**src/rtl/flow_pop_arbiter_if.sv**
```systemverilog
// rtl/flow_pop_arbiter_if.sv - child pop/response and egress signals of the root pop arbiter
interface flow_pop_arbiter_if #(
  parameter int NUM_FLOWS = 4,
  parameter int W_BITS    = 4
);
  localparam int FLOW_BITS = $clog2(NUM_FLOWS);

  logic [NUM_FLOWS-1:0]        can_pop;
  logic [NUM_FLOWS-1:0]        pop;
  logic [NUM_FLOWS-1:0]        pop_valid;
  logic [NUM_FLOWS*32-1:0]     pop_value;
  logic [NUM_FLOWS*W_BITS-1:0] weight;
  logic                        out_valid;
  logic                        out_ready;
  logic [31:0]                 out_value;
  logic [FLOW_BITS-1:0]        out_flow;
  logic                        err;

  // Arbiter side
  modport master (
    input  can_pop, pop_valid, pop_value, weight, out_ready,
    output pop, out_valid, out_value, out_flow, err
  );

  // Children plus egress consumer side
  modport slave (
    output can_pop, pop_valid, pop_value, weight, out_ready,
    input  pop, out_valid, out_value, out_flow, err
  );
endinterface

```
**src/rtl/flow_pop_arbiter.sv**
```systemverilog
// rtl/flow_pop_arbiter.sv - weighted round-robin pop arbiter over per-flow PIFO children
module flow_pop_arbiter #(
  parameter int NUM_FLOWS = 4,
  parameter int W_BITS    = 4,
  localparam int FLOW_BITS = $clog2(NUM_FLOWS)
) (
  input  logic clk,
  input  logic rst,
  flow_pop_arbiter_if.master bus
);

  localparam logic [FLOW_BITS-1:0] LAST_FLOW = FLOW_BITS'(NUM_FLOWS - 1);

  logic [FLOW_BITS-1:0] ptr, ptr_nxt;
  logic [W_BITS-1:0]    credit, credit_nxt;
  logic                 inflight;
  logic [FLOW_BITS-1:0] inflight_flow;

  logic [FLOW_BITS-1:0] grant_idx;
  logic [FLOW_BITS-1:0] cand;
  logic                 found;
  logic [W_BITS-1:0]    grant_weight;
  logic [NUM_FLOWS-1:0] pop_c;
  logic                 gate_open;
  logic                 issue;

  logic [31:0]          buf_value [2];
  logic [FLOW_BITS-1:0] buf_flow  [2];
  logic                 rd_ptr, wr_ptr;
  logic [1:0]           count;
  logic                 err_q;

  logic [NUM_FLOWS-1:0] pv_expected;
  logic                 resp_err;
  logic                 wr_en;
  logic                 rd_en;
  logic [31:0]          wr_value;

  // Buffer space must cover both stored entries and the response still in flight
  assign gate_open = (count + {1'b0, inflight}) < 2'd2;

  // Find the first non-empty flow after ptr, wrapping round to ptr itself last
  always_comb begin
    found     = 1'b0;
    grant_idx = ptr;
    cand      = ptr;
    for (int i = 1; i <= NUM_FLOWS; i++) begin
      cand = FLOW_BITS'((int'(ptr) + i) % NUM_FLOWS);
      if (!found && bus.can_pop[cand]) begin
        found     = 1'b1;
        grant_idx = cand;
      end
    end
    grant_weight = bus.weight[int'(grant_idx)*W_BITS +: W_BITS];
  end

  // Either keep spending credit on the current flow or move to the next non-empty one
  always_comb begin
    pop_c      = '0;
    ptr_nxt    = ptr;
    credit_nxt = credit;
    if (gate_open) begin
      if (bus.can_pop[ptr] && credit != '0) begin
        pop_c[ptr] = 1'b1;
        credit_nxt = credit - 1'b1;
      end else if (found) begin
        pop_c[grant_idx] = 1'b1;
        ptr_nxt          = grant_idx;
        // A zero weight still earns one pop per round
        credit_nxt       = (grant_weight == '0) ? '0 : grant_weight - 1'b1;
      end
    end
    issue = |pop_c;
  end

  // Classify the child response: only the flow popped last cycle may answer
  always_comb begin
    pv_expected = inflight ? (NUM_FLOWS'(1) << inflight_flow) : '0;
    resp_err    = |(bus.pop_valid & ~pv_expected);
    wr_en       = inflight && bus.pop_valid[inflight_flow] && !resp_err;
    rd_en       = (count != 2'd0) && bus.out_ready;
    wr_value    = bus.pop_value[int'(inflight_flow)*32 +: 32];
  end

  // Arbitration state, in-flight tracking, sticky error and the 2-entry egress FIFO
  always_ff @(posedge clk) begin
    if (rst) begin
      ptr           <= LAST_FLOW;
      credit        <= '0;
      inflight      <= 1'b0;
      inflight_flow <= '0;
      err_q         <= 1'b0;
      count         <= 2'd0;
      rd_ptr        <= 1'b0;
      wr_ptr        <= 1'b0;
      for (int i = 0; i < 2; i++) begin
        buf_value[i] <= '0;
        buf_flow[i]  <= '0;
      end
    end else begin
      ptr      <= ptr_nxt;
      credit   <= credit_nxt;
      inflight <= issue;
      if (issue) begin
        inflight_flow <= ptr_nxt;
      end
      if (resp_err) begin
        err_q <= 1'b1;
      end
      if (wr_en) begin
        buf_value[wr_ptr] <= wr_value;
        buf_flow[wr_ptr]  <= inflight_flow;
        wr_ptr            <= ~wr_ptr;
      end
      if (rd_en) begin
        rd_ptr <= ~rd_ptr;
      end
      case ({wr_en, rd_en})
        2'b10:   count <= count + 2'd1;
        2'b01:   count <= count - 2'd1;
        default: count <= count;
      endcase
    end
  end

  assign bus.pop       = pop_c;
  assign bus.out_valid = (count != 2'd0);
  assign bus.out_value = buf_value[rd_ptr];
  assign bus.out_flow  = buf_flow[rd_ptr];
  assign bus.err       = err_q;

endmodule

```
**src/flat_wrapper.sv**
```systemverilog
// flat-port wrapper written by rule: the top's interface ports become plain ports
module flow_pop_arbiter_flat 
#(
  parameter int NUM_FLOWS = 4,
  parameter int W_BITS    = 4,
  localparam int FLOW_BITS = $clog2(NUM_FLOWS)
)
  (clk, rst, bus_can_pop, bus_pop_valid, bus_pop_value, bus_weight, bus_out_ready, bus_pop, bus_out_valid, bus_out_value, bus_out_flow, bus_err);
  flow_pop_arbiter_if #(.NUM_FLOWS(NUM_FLOWS), .W_BITS(W_BITS)) bus_i ();
  input  logic clk;
  input  logic rst;
  input wire logic [$bits(bus_i.can_pop)-1:0] bus_can_pop;
  input wire logic [$bits(bus_i.pop_valid)-1:0] bus_pop_valid;
  input wire logic [$bits(bus_i.pop_value)-1:0] bus_pop_value;
  input wire logic [$bits(bus_i.weight)-1:0] bus_weight;
  input wire logic [$bits(bus_i.out_ready)-1:0] bus_out_ready;
  output wire logic [$bits(bus_i.pop)-1:0] bus_pop;
  output wire logic [$bits(bus_i.out_valid)-1:0] bus_out_valid;
  output wire logic [$bits(bus_i.out_value)-1:0] bus_out_value;
  output wire logic [$bits(bus_i.out_flow)-1:0] bus_out_flow;
  output wire logic [$bits(bus_i.err)-1:0] bus_err;
  assign bus_i.can_pop = bus_can_pop;
  assign bus_i.pop_valid = bus_pop_valid;
  assign bus_i.pop_value = bus_pop_value;
  assign bus_i.weight = bus_weight;
  assign bus_i.out_ready = bus_out_ready;
  assign bus_pop = bus_i.pop;
  assign bus_out_valid = bus_i.out_valid;
  assign bus_out_value = bus_i.out_value;
  assign bus_out_flow = bus_i.out_flow;
  assign bus_err = bus_i.err;
  flow_pop_arbiter #(.NUM_FLOWS(NUM_FLOWS), .W_BITS(W_BITS)) u_core (.clk(clk), .rst(rst), .bus(bus_i));
endmodule
```
**config.mk**
```make
export PLATFORM = sky130hd
export DESIGN_NAME = flow_pop_arbiter_flat
export DESIGN_NICKNAME = d
export VERILOG_FILES = /design/src/rtl/flow_pop_arbiter_if.sv /design/src/rtl/flow_pop_arbiter.sv /design/src/flat_wrapper.sv
export SDC_FILE = /design/constraint.sdc
export NUM_CORES = 1
export LEC_CHECK = 0
export ABC_CLOCK_PERIOD_IN_PS = 7720
export CAP_MARGIN = 10
export CORE_MARGIN = 5
export CORE_UTILIZATION = 30
export DETAILED_ROUTE_END_ITERATION = 8
export GPL_TIMING_DRIVEN = 0
export PLACE_DENSITY = 0.6
export SLEW_MARGIN = 25
export SYNTH_ARGS = -nofsm -noshare
export SYNTH_HDL_FRONTEND = slang
export SYNTH_SLANG_ARGS = --single-unit
```
**constraint.sdc**
```tcl
create_clock -name clk -period 7.72 [get_ports clk]
set_clock_uncertainty 0.2 [all_clocks]
set_input_delay 1.544 -clock clk [delete_from_list [all_inputs] [get_ports clk]]
set_output_delay 1.544 -clock clk [all_outputs]
set_load 0.02 [all_outputs]
```
==> qor.json <==
{
  "floorplan.die_area": {"value": 19700, "unit": "µm²"},
  "post_synth_main_area_contributors": {"value": "sky130_fd_sc_hd__edfxtp_1 40%, sky130_fd_sc_hd__mux4_2 16%, sky130_fd_sc_hd__mux2_2 7.5%, sky130_fd_sc_hd__dfxtp_1 5.9%, sky130_fd_sc_hd__nor2b_1 4.4%"},
  "max-cap-violations": {"value": 0},
  "detailroute.via_count": {"value": 4144},
  "synth_compound_area_frac": {"value": 0.0539},
  "insertion_delay": {"value": 0.33, "unit": "ns"},
  "post_cts.resized_instances": {"value": 0},
  "tritoncts": {"value": "yes"},
  "timing.slew.headroom": {"value": 0.418},
  "synthTopCellsByCount": {"value": "68 x sky130_fd_sc_hd__edfxtp_1, 37 x sky130_fd_sc_hd__mux4_2, 36 x sky130_fd_sc_hd__nor2b_1"},
  "floorplan.rows": {"value": 47},
  "ys_ff_latch": {"value": 83},
  "crit_path_end_kind": {"value": "output pin"},
  "synth_warnings": {"value": 0},
  "wirelength": {"value": 15.1, "unit": "mm"},
  "synth-xor-area-share": {"value": 0.0157},
  "drt-vias-per-instance": {"value": 4.98},
  "synth-edff-count": {"value": 68},
  "final_max_slew_viol_count": {"value": 0},
  "clock-sinks": {"value": 83},
  "hold_end": {"value": "u_core.bus.err"},
  "remaining_drc_errors": {"value": 0},
  "dr.first_iter.drc_count": {"value": 156},
  "cts_root_buf": {"value": "sky130_fd_sc_hd__clkbuf_16"},
  "cts_setup_buffers": {"value": 0},
  "destination_of_the_worst_register_to_register_timing_path": {"value": "u_core.credit[1]"},
  "ctsHtreeMaxLevel": {"value": 3},
  "post-synth-top-area-cell": {"value": "sky130_fd_sc_hd__edfxtp_1"},
  "worstMarginPinSlew": {"value": 0.874, "unit": "ns"},
  "detail_route.first_pass.iterations": {"value": 4},
  "floorplan.core_area": {"value": 16600, "unit": "µm²"},
  "synth-async-reset-ratio": {"value": 0},
  "post-synth-top-count-cell": {"value": "sky130_fd_sc_hd__edfxtp_1"},
  "die_x": {"value": 140, "unit": "µm"},
  "status": {"value": "complete, no violations"},
  "portBuffers": {"value": 193},
  "lkg_pwr": {"value": 2.80, "unit": "nW"},
  "ys_types": {"value": 51},
  "cts_max_path_buffers": {"value": 2},
  "drive_gt1_frac": {"value": 0.165},
  "worstPathRequired": {"value": 5.98, "unit": "ns"},
  "yosys.area_share.adder": {"value": 0.0147},
  "grt_pass1_wl": {"value": 23.8, "unit": "mm"},
  "syn_area": {"value": 5110, "unit": "µm²"},
  "post_synth.cell_area_avg": {"value": 12.7, "unit": "µm²"},
  "synth_top_family_by_area": {"value": "multiplexers"},
  "initial_standard_cell_utilization_of_the_core": {"value": 0.307},
  "syn_to_final_growth": {"value": 50.0, "unit": "%"},
  "synth.mux.area_fraction": {"value": 0.272},
  "timing.rr.start": {"value": "u_core.ptr[0]"},
  "gr-total-overflow": {"value": 0},
  "setup.reg_to_reg.worst_slack": {"value": 3.99, "unit": "ns"},
  "critical_path_arrival": {"value": 4.59, "unit": "ns"},
  "hold_path_class": {"value": "reg -> reg"},
  "ir_worst_vdd": {"value": 0.000358, "unit": "V"},
  "final_nets": {"value": 769},
  "synth.yosys.seq_area_share": {"value": 0.458},
  "finalCriticalPeriod": {"value": 6.33, "unit": "ns"},
  "first_global_vias": {"value": 4433},
  "yosys.area_share.simple": {"value": 0.153},
  "grt_usage": {"value": 0.151},
  "postSynthNetCount": {"value": 563},
  "flip_flop_cell_with_the_highest_count_after_synthesis": {"value": "sky130_fd_sc_hd__edfxtp_1"},
  "rsz0062_at_grt": {"value": "no"},
  "holdPathStages": {"value": 2},
  "maximum_number_of_pins_on_one_net_before_global_route_repair": {"value": 26},
  "gp_congestion": {"value": 0.869},
  "dpl.cell_count": {"value": 817},
  "setup_tns": {"value": 0, "unit": "ns"},
  "critical_path.max_fanout": {"value": 10},
  "synth_largest_type_area_fraction": {"value": 0.400},
  "cts_made_buffers": {"value": 9},
  "timing.setup.critical_path_class": {"value": "in -> out"},
  "worst_r2r_path_depth": {"value": 12},
  "crit_start_category": {"value": "primary input"},
  "drt.antenna.violating_nets": {"value": 0},
  "count_of_pins_on_the_block_boundary": {"value": 195},
  "die_y": {"value": 140, "unit": "µm"},
  "antenna_cells_inserted": {"value": 0},
  "power.density": {"value": 258, "unit": "nW/µm²"},
  "netlist_instances": {"value": 402},
  "grt_antenna_before_repair": {"value": 0},
  "final_hold_viol_count": {"value": 0},
  "cts-hold-fix-buffers": {"value": 0},
  "max_freq": {"value": 0.158, "unit": "GHz"},
  "detail_route.wl_per_cell": {"value": 18.1, "unit": "µm"},
  "report.final.setup_viol": {"value": 0},
  "clk_transition_reported_paths": {"value": 0.06, "unit": "ns"},
  "holdCritStartpoint": {"value": "u_core.bus.err"},
  "final-instance-count-excl-fill": {"value": 832},
  "post-route-period-util": {"value": 0.820},
  "post-dp-hpwl": {"value": 11.7, "unit": "mm"}
}
-- power breakdown --
group / total [mW] / switching, mW / leakage, nW / internal [mW]
Combinational: 1.01 / 0.498 / 1.84 / 0.515
Clock: 0.416 / 0.168 / 0.134 / 0.248
Sequential: 0.544 / 0.0189 / 0.828 / 0.525
Total: 1.97 / 0.685 / 2.80 / 1.29
-- worst max-delay path by stage --
stage,start,cells past startpoint,slack [ns],end
6_report,bus_can_pop[2],9,1.39,bus_pop[2]
5_1_grt,bus_can_pop[2],9,1.25,bus_pop[2]
4_1_cts,bus_can_pop[2],9,1.39,bus_pop[3]
3_5_place_dp,bus_can_pop[2],9,1.41,bus_pop[3]
3_3_place_gp,bus_can_pop[2],9,1.46,bus_pop[2]
2_1_floorplan,bus_can_pop[2],7,2.62,bus_pop[0]
-- metrics by stage --
step	util	area, µm²	hold WS (ns)	setup slack (ns)	total power [mW]
5_1_grt	0.460	7660	0.322	1.25	2.10
6_report	0.460	7660	0.286	1.39	1.97
2_1_floorplan	-	5110	0.271	2.62	1.25
3_3_place_gp	0.440	7320	0.276	1.46	1.55
4_1_cts	0.460	7660	0.297	1.39	1.99
3_5_place_dp	0.443	7380	0.284	1.41	1.57
-- state kept, by name, indices dropped and copies added, names as in the netlist, named ones only --
name	cells
u_core.rd_ptr	1
u_core.credit	4
u_core.count	2
u_core.inflight_flow	2
u_core.buf_value	64
u_core.inflight	1
u_core.bus.err	1
u_core.ptr	2
u_core.buf_flow	4
u_core.wr_ptr	1
-- layer usage --
metal,up-vias,wire length [µm],part of all wire,GRT usage
met1,2023,6420,0.43,0.191
li1,1954,-,-,-
met4,0,134,0.0089,0.0316
met2,157,7390,0.49,0.262
met3,10,1120,0.075,0.0365
met5,-,0,0,0
-- cell type report --
class / instances / area, µm²
buffer: 30 / 134
timing repair buffer: 195 / 1980
sequential: 83 / 2340
clock inverter: 5 / 55.1
fill: 1497 / 8980
inverter: 9 / 33.8
tap: 220 / 275
multi-input combinational: 280 / 2610
clock buffer: 10 / 229
-- cell usage in the layout (no fill, tap or decap), types with 5 or more instances in the layout --
cell type,netlist,final
sky130_fd_sc_hd__edfxtp_1,68,68
sky130_fd_sc_hd__and3_1,34,34
sky130_fd_sc_hd__nor2b_1,36,36
sky130_fd_sc_hd__buf_1,5,5
sky130_fd_sc_hd__clkbuf_16,0,9
sky130_fd_sc_hd__ha_1,6,6
sky130_fd_sc_hd__dfxtp_1,15,15
sky130_fd_sc_hd__a31oi_1,5,5
sky130_fd_sc_hd__mux2i_1,15,15
sky130_fd_sc_hd__clkbuf_1,20,21
sky130_fd_sc_hd__clkdlybuf4s50_1,0,193
sky130_fd_sc_hd__inv_1,9,9
sky130_fd_sc_hd__nand2_1,9,9
sky130_fd_sc_hd__mux4_2,37,37
sky130_fd_sc_hd__nor2_1,32,32
sky130_fd_sc_hd__a21oi_1,8,8
sky130_fd_sc_hd__mux2_2,34,34
sky130_fd_sc_hd__nor3_1,9,9
-- critical path: stages --
cell and delay (ns):
sky130_fd_sc_hd__clkdlybuf4s50_1 0.56, sky130_fd_sc_hd__mux4_2 0.59, sky130_fd_sc_hd__or4_1 0.52, sky130_fd_sc_hd__a21oi_1 0.18, sky130_fd_sc_hd__a31o_2 0.17, sky130_fd_sc_hd__buf_6 0.15, sky130_fd_sc_hd__nor2_1 0.08, sky130_fd_sc_hd__a22o_1 0.26
sky130_fd_sc_hd__clkdlybuf4s50_1 0.54
-- logic make-up (layout without fill, tap and decap cells) --
logic type | count (synthesis) | in the layout
buffers and inverters | 39 | 249
multiplexers | 88 | 88
adder cells (fa/ha/maj) | 6 | 6
XOR/XNOR | 7 | 7
AND/OR/NAND/NOR | 141 | 141
AO/OA/AOI/OAI | 38 | 38
flip-flops | 83 | 83
No activity file was read; power rests on OpenSTA's default activity.
